$ cat src/rtl/rr_mux_reg_if.sv
// Handshake bundle between requesters, the arbitrating register stage and its consumer.
// The master side drives requests and downstream ready; the slave side is the mux itself.
interface rr_mux_reg_if #(
  parameter int DATA_WIDTH = 32,
  parameter int NUM_IN     = 4,
  parameter int SRC_W      = 2
);
  logic [NUM_IN*DATA_WIDTH-1:0] in_data;
  logic [NUM_IN-1:0]            in_valid;
  logic [NUM_IN-1:0]            in_ready;
  logic [DATA_WIDTH-1:0]        out_data;
  logic [SRC_W-1:0]             out_src;
  logic                         out_valid;
  logic                         out_ready;

  modport master (
    output in_data, in_valid, out_ready,
    input  in_ready, out_data, out_src, out_valid
  );

  modport slave (
    input  in_data, in_valid, out_ready,
    output in_ready, out_data, out_src, out_valid
  );
endinterface

$ cat src/rtl/rr_mux_reg.sv
// Registered N-to-1 mux with built-in round-robin or fixed-priority arbitration and a
// one-entry output register that sustains one beat per cycle under continuous demand.
module rr_mux_reg #(
  parameter int DATA_WIDTH = 32,
  parameter int NUM_IN     = 4,
  parameter int MODE       = 0,
  parameter int SRC_W      = 2
) (
  input  logic        clk,
  input  logic        rst_n,
  rr_mux_reg_if.slave bus
);

  if (NUM_IN < 1) begin : g_bad_num_in
    $error("rr_mux_reg: NUM_IN must be at least 1");
  end
  if (SRC_W != ((NUM_IN > 1) ? $clog2(NUM_IN) : 1)) begin : g_bad_src_w
    $error("rr_mux_reg: SRC_W must equal max(1, clog2(NUM_IN))");
  end

  typedef enum logic {
    EMPTY = 1'b0,
    FULL  = 1'b1
  } state_e;

  state_e                state_q;
  logic [DATA_WIDTH-1:0] out_data_q;
  logic [SRC_W-1:0]      out_src_q;
  logic [SRC_W-1:0]      rr_ptr_q;

  logic                  free_s;
  logic                  grant_any_s;
  logic [SRC_W-1:0]      grant_idx_s;
  logic                  xfer_s;
  logic [DATA_WIDTH-1:0] sel_data_s;
  logic [NUM_IN-1:0]     in_ready_s;
  logic [SRC_W-1:0]      rr_ptr_d;
  int                    dist_s;
  int                    best_dist_s;

  assign free_s = (state_q == EMPTY) || bus.out_ready;

  // Pick the requester nearest to rr_ptr going upward with wrap; in fixed-priority
  // mode the pointer is pinned at 0 so this degenerates to lowest index wins.
  always_comb begin
    grant_any_s = 1'b0;
    grant_idx_s = '0;
    best_dist_s = NUM_IN;
    dist_s      = 0;
    for (int i = 0; i < NUM_IN; i++) begin
      dist_s = i - int'(rr_ptr_q);
      if (dist_s < 0) begin
        dist_s = dist_s + NUM_IN;
      end else begin
        dist_s = dist_s;
      end
      if (bus.in_valid[i] && (dist_s < best_dist_s)) begin
        best_dist_s = dist_s;
        grant_any_s = 1'b1;
        grant_idx_s = SRC_W'(i);
      end else begin
        best_dist_s = best_dist_s;
      end
    end
  end

  // Reset gating keeps in_ready low while rst_n is asserted, independent of the flops.
  assign xfer_s = rst_n && free_s && grant_any_s;

  // One-hot accept and data selection for the granted channel.
  always_comb begin
    in_ready_s = '0;
    sel_data_s = '0;
    for (int i = 0; i < NUM_IN; i++) begin
      if (grant_idx_s == SRC_W'(i)) begin
        in_ready_s[i] = xfer_s;
        sel_data_s    = bus.in_data[i*DATA_WIDTH +: DATA_WIDTH];
      end else begin
        in_ready_s[i] = 1'b0;
      end
    end
  end

  // Pointer advances past the winner so it has lowest priority next time.
  always_comb begin
    if (MODE != 0) begin
      rr_ptr_d = '0;
    end else if (int'(grant_idx_s) == (NUM_IN - 1)) begin
      rr_ptr_d = '0;
    end else begin
      rr_ptr_d = grant_idx_s + SRC_W'(1);
    end
  end

  // Output register FSM: EMPTY captures, FULL holds until drained or replaced.
  always_ff @(posedge clk or negedge rst_n) begin
    if (!rst_n) begin
      state_q    <= EMPTY;
      out_data_q <= '0;
      out_src_q  <= '0;
      rr_ptr_q   <= '0;
    end else begin
      case (state_q)
        EMPTY: begin
          if (xfer_s) begin
            state_q    <= FULL;
            out_data_q <= sel_data_s;
            out_src_q  <= grant_idx_s;
            rr_ptr_q   <= rr_ptr_d;
          end else begin
            state_q <= EMPTY;
          end
        end
        FULL: begin
          if (xfer_s) begin
            state_q    <= FULL;
            out_data_q <= sel_data_s;
            out_src_q  <= grant_idx_s;
            rr_ptr_q   <= rr_ptr_d;
          end else if (bus.out_ready) begin
            state_q <= EMPTY;
          end else begin
            state_q <= FULL;
          end
        end
        default: begin
          state_q <= EMPTY;
        end
      endcase
    end
  end

  assign bus.in_ready  = in_ready_s;
  assign bus.out_data  = out_data_q;
  assign bus.out_src   = out_src_q;
  assign bus.out_valid = (state_q == FULL);

endmodule

$ cat src/flat_wrapper.sv
// flat-port wrapper written by rule: the top's interface ports become plain ports
module rr_mux_reg_flat 
#(
  parameter int DATA_WIDTH = 32,
  parameter int NUM_IN     = 4,
  parameter int MODE       = 0,
  parameter int SRC_W      = 2
)
  (clk, rst_n, bus_in_data, bus_in_valid, bus_out_ready, bus_in_ready, bus_out_data, bus_out_src, bus_out_valid);
  rr_mux_reg_if #(.DATA_WIDTH(DATA_WIDTH), .NUM_IN(NUM_IN), .SRC_W(SRC_W)) bus_i ();
  input  logic clk;
  input  logic rst_n;
  input wire logic [$bits(bus_i.in_data)-1:0] bus_in_data;
  input wire logic [$bits(bus_i.in_valid)-1:0] bus_in_valid;
  input wire logic [$bits(bus_i.out_ready)-1:0] bus_out_ready;
  output wire logic [$bits(bus_i.in_ready)-1:0] bus_in_ready;
  output wire logic [$bits(bus_i.out_data)-1:0] bus_out_data;
  output wire logic [$bits(bus_i.out_src)-1:0] bus_out_src;
  output wire logic [$bits(bus_i.out_valid)-1:0] bus_out_valid;
  assign bus_i.in_data = bus_in_data;
  assign bus_i.in_valid = bus_in_valid;
  assign bus_i.out_ready = bus_out_ready;
  assign bus_in_ready = bus_i.in_ready;
  assign bus_out_data = bus_i.out_data;
  assign bus_out_src = bus_i.out_src;
  assign bus_out_valid = bus_i.out_valid;
  rr_mux_reg #(.DATA_WIDTH(DATA_WIDTH), .NUM_IN(NUM_IN), .MODE(MODE), .SRC_W(SRC_W)) u_core (.clk(clk), .rst_n(rst_n), .bus(bus_i));
endmodule
$ cat config.mk
export PLATFORM = sky130hd
export DESIGN_NAME = rr_mux_reg_flat
export DESIGN_NICKNAME = d
export VERILOG_FILES = /design/src/rtl/rr_mux_reg_if.sv /design/src/rtl/rr_mux_reg.sv /design/src/flat_wrapper.sv
export SDC_FILE = /design/constraint.sdc
export NUM_CORES = 1
export LEC_CHECK = 0
export ABC_CLOCK_PERIOD_IN_PS = 6000
export BUFFER_PORTS_ARGS = -buffer_cell sky130_fd_sc_hd__buf_2
export CAP_MARGIN = 10
export CORE_MARGIN = 4
export CORE_UTILIZATION = 30
export CTS_CLUSTER_DIAMETER = 60
export DETAILED_ROUTE_END_ITERATION = 12
export SLEW_MARGIN = 20
export SYNTH_ARGS = -nofsm -noshare
export SYNTH_HDL_FRONTEND = slang
export SYNTH_SLANG_ARGS = --single-unit
$ cat constraint.sdc
create_clock -name clk -period 6 [get_ports clk]
set_input_delay 1.2 -clock clk [delete_from_list [all_inputs] [get_ports clk]]
set_output_delay 1.2 -clock clk [all_outputs]
set_load 0.02 [all_outputs]
==> results by group <==
Setup path
  – Crit path max-delay cell type: o21ai_0
  – Critical Path, Cell by Cell: buf_2 > inv_1 > and4_1 > a21oi_1 > ha_1 > o22ai_1 > o21ai_0 > nor2_1 > a21o_1 > ha_1 > o32ai_1 > a32oi_1 > and2_1 > ha_2 > and2_1 > buf_2
  – CP Depth: 16
  – Nature of the critical path startpoint: primary input
  – FF-to-FF Start: u_core.rr_ptr_q[1]
  – CP arrival: ~4.1 ns
  – CP Class: in -> out
  – Reg2reg setup slack: ~1.8 ns
  – End point of the critical path: bus_in_ready[2]
  – Peak fanout along the critical path: 6
  – FF-to-FF path depth: 19
  – CP Capture Type: output port
  – Reg-to-reg endpoint: u_core.bus.out_data[25]
  – Buf/Inv on CP: 3
  – Required @ worst endpoint: roughly 4.8 ns
  – CP startpoint: bus_in_valid[1]
  – Top delay family on crit path: compound AO/OA/AOI/OAI gates
  – Largest stage delay on the critical path: approximately 0.33 ns

Synth
  – Number of synthesized register bits: 37
  – Post-synthesis sequential area ratio: between 30% and 40%
  – Top post-synthesis cells by area: dfrtp_1 35%, a211o_1 6.6%, a221oi_1 6.2%
  – Leading area contributor after synthesis: dfrtp_1
  – Syn avg cell area: roughly 8.6 µm²
  – Count of cell types in the netlist: 37
  – Main synth FF type: dfrtp_1
  – Asr flop ratio synth: 100%
  – Mapped cell area: approximately 2700 µm²
  – Syn_nets: between 400 and 500
  – Mapped Cells: between 300 and 400
  – Yosys warnings: 0
  – Post-synth EDFFs: 0
  – Synth top area share: around 35%

Detailed routing
  – DR vias: ~2900
  – Pre-antenna DRT Iters: 5
  – DRT antenna net count: 0
  – DR WL/cell: between 10 and 15 µm
  – Initial DRC count: 67
  – DRC viols: 0
  – Via/cell ratio: between 4 and 5
  – Post-Route WL: between 8000 and 9000 µm

Cells and area
  – Commonest non-fill, non-tap cells in the layout: 173 x buf_2, 37 x nand2_1, 37 x dfrtp_1
  – Commonest non-fill, non-tap cell in the layout: buf_2
  – Share of cells above drive strength 1: between 40% and 50%
  – Antenna cells: 0
  – Fin nets: slightly above 600
  – Post-route cell area: ~3700 µm²
  – Area growth, synth to finish: 37.4%
  – Non-Filler Instances: about 580

Placed design
  – Gpl congestion: around 0.87
  – Cell Area, Placed: 3570 µm²
  – IO buf count: between 150 and 200
  – Half-perimeter wire length after placement: 6460 µm
  – Placed Instances: between 500 and 600

Global routing
  – Tot GR Track Use: about 16%
  – Number of global-route vias before repair: around 2800
  – Largest net degree at the start of global routing: 65
  – Initial antenna violation count: 0
  – GRT overflow: 0
  – First-pass GRT wire length: between 10000 and 15000 µm

Power
  – Power, Total: ~2.3 mW
  – Leak: 1.82 nW
  – Worst vdd ir: ~0.24 mV
  – PD cells: 640 nW/µm²

Clock tree
  – CTS tree: yes
  – Worst-skew pair later-pin latency: about 0.28 ns
  – CTS buffer count: 5
  – H-tree Lvls: 2
  – Clock sink count: 37
  – CTS Hold Bufs: 0
  – Clock transition at path regs: roughly 0.070 ns
  – CTS root buffer: clkbuf_8
  – CTS resizes: 0
  – Max clock buf depth: 2
  – Setup Fix Bufs, Post-CTS: 0

Worst hold path
  – Hold Crit Class: reg -> reg

Timing
  – Worst Tran Pin Value: 0.686 ns
  – Maximum clock rate: 187 MHz
  – Final setup viols: 0
  – Final period utilization: 89.1%
  – Setup_tns: 0 ns
  – Fin. Hold Viols: 0
  – Final clock skew: approximately 0.0066 ns
  – Min Tclk post-route: about 5.3 ns
  – Max-slew violations: 0
  – Max-Slew Margin vs Limit: 54.1%
  – RSZ-0062 raised after global routing: no

Floorplan
  – Ports: 174
  – Die Y: around 100 µm
  – Die Span X: about 100 µm
  – Die ar.: ~10000 µm²
  – Initial core utilization: a little under a third
  – FP Rows: 34
  – Core Footprint: just under 9000 µm²

Status
  – Status: complete, no violations

Flow run
  – Max-Cap Viols: 0
==> kinds of logic (layout without fill, tap and decap cells) <==
family,after synthesis,count (layout),share of synthesized area [%]
simple gates,112,112,20.0
compound gates,100,100,32.0
buf+inv,55,213,9.83
flops,37,37,34.6
fa+ha+maj,6,6,2.81
xor+xnor,1,1,0.328
mux,1,1,0.375
==> through the flow <==
step / util [%] / setup WS (ns) / hold slack, ns
after global routing: 42.3 / 0.321 / 0.569
final: 42.3 / 0.655 / 0.529
after floorplan: - / 0.783 / 0.605
after CTS: 42.3 / 0.694 / 0.547
after global placement: 41.1 / 0.914 / 0.491
after detailed placement: 41.1 / 0.726 / 0.527
==> worst min path at each step <==
stage                                       start                 endpoint  slack, ns  cells after the start
after floorplan              u_core.bus.out_valid     u_core.bus.out_valid       0.61                      2
after global placement       u_core.bus.out_valid     u_core.bus.out_valid       0.49                      2
after detailed placement     u_core.bus.out_valid     u_core.bus.out_valid       0.53                      2
after CTS                    u_core.bus.out_valid     u_core.bus.out_valid       0.55                      2
after global routing      u_core.bus.out_data[23]  u_core.bus.out_data[23]       0.57                      2
final                        u_core.bus.out_valid     u_core.bus.out_valid       0.53                      2
==> layout make-up <==
type	instances	area, µm²
clock buffer	7	96.3
timing repair buffer	181	926
clock inverter	1	5.00
sequential	37	926
fill	922	5010
tap	108	135
multi-input combinational	220	1490
inverter	24	90.1
==> registers in the layout, summed over array words and instances (netlist names) <==
register	cells
u_core.bus.out_src	2
u_core.bus.out_valid	1
u_core.rr_ptr_q	2
u_core.bus.out_data	32
==> synthesized netlist by cell type, types with 2 or more instances <==
| library cell | instances |
|---|---|
| nand3_1 | 12 |
| ha_1 | 6 |
| a221o_1 | 12 |
| a31oi_1 | 25 |
| nand3b_1 | 2 |
| a211o_1 | 20 |
| a221oi_1 | 19 |
| nor2b_2 | 2 |
| nand2b_1 | 13 |
| nor2_2 | 9 |
| nand2_1 | 37 |
| dfrtp_1 | 37 |
| clkbuf_1 | 17 |
| nor2_1 | 28 |
| buf_6 | 5 |
| o21ai_0 | 4 |
| a31oi_2 | 9 |
| inv_1 | 24 |
| buf_4 | 3 |
| and2_1 | 6 |
| buf_2 | 6 |
==> tightest hold or removal path, delay by kind of cell (launching register included) <==
| kind | cells | cell delay, ns |
|---|---|---|
| flip-flops | 1 | 0.35 |
| AND/OR/NAND/NOR | 2 | 0.15 |
==> where the power goes <==
part           internal [mW]  leakage (nW)  total, mW  switching (mW)
combinational          0.707          1.34       1.70           0.997
sequential             0.377         0.423      0.455          0.0778
clock                  0.104        0.0542      0.190          0.0859
==> metal layers <==
layer	wire [µm]	up-vias	global-route usage [%]
met1	3410	1325	18.3
met4	29	0	3.13
met2	4210	109	28.8
met5	0	-	0
met3	832	2	5.32
li1	-	1449	-
Power figures use the tool's default switching activity.
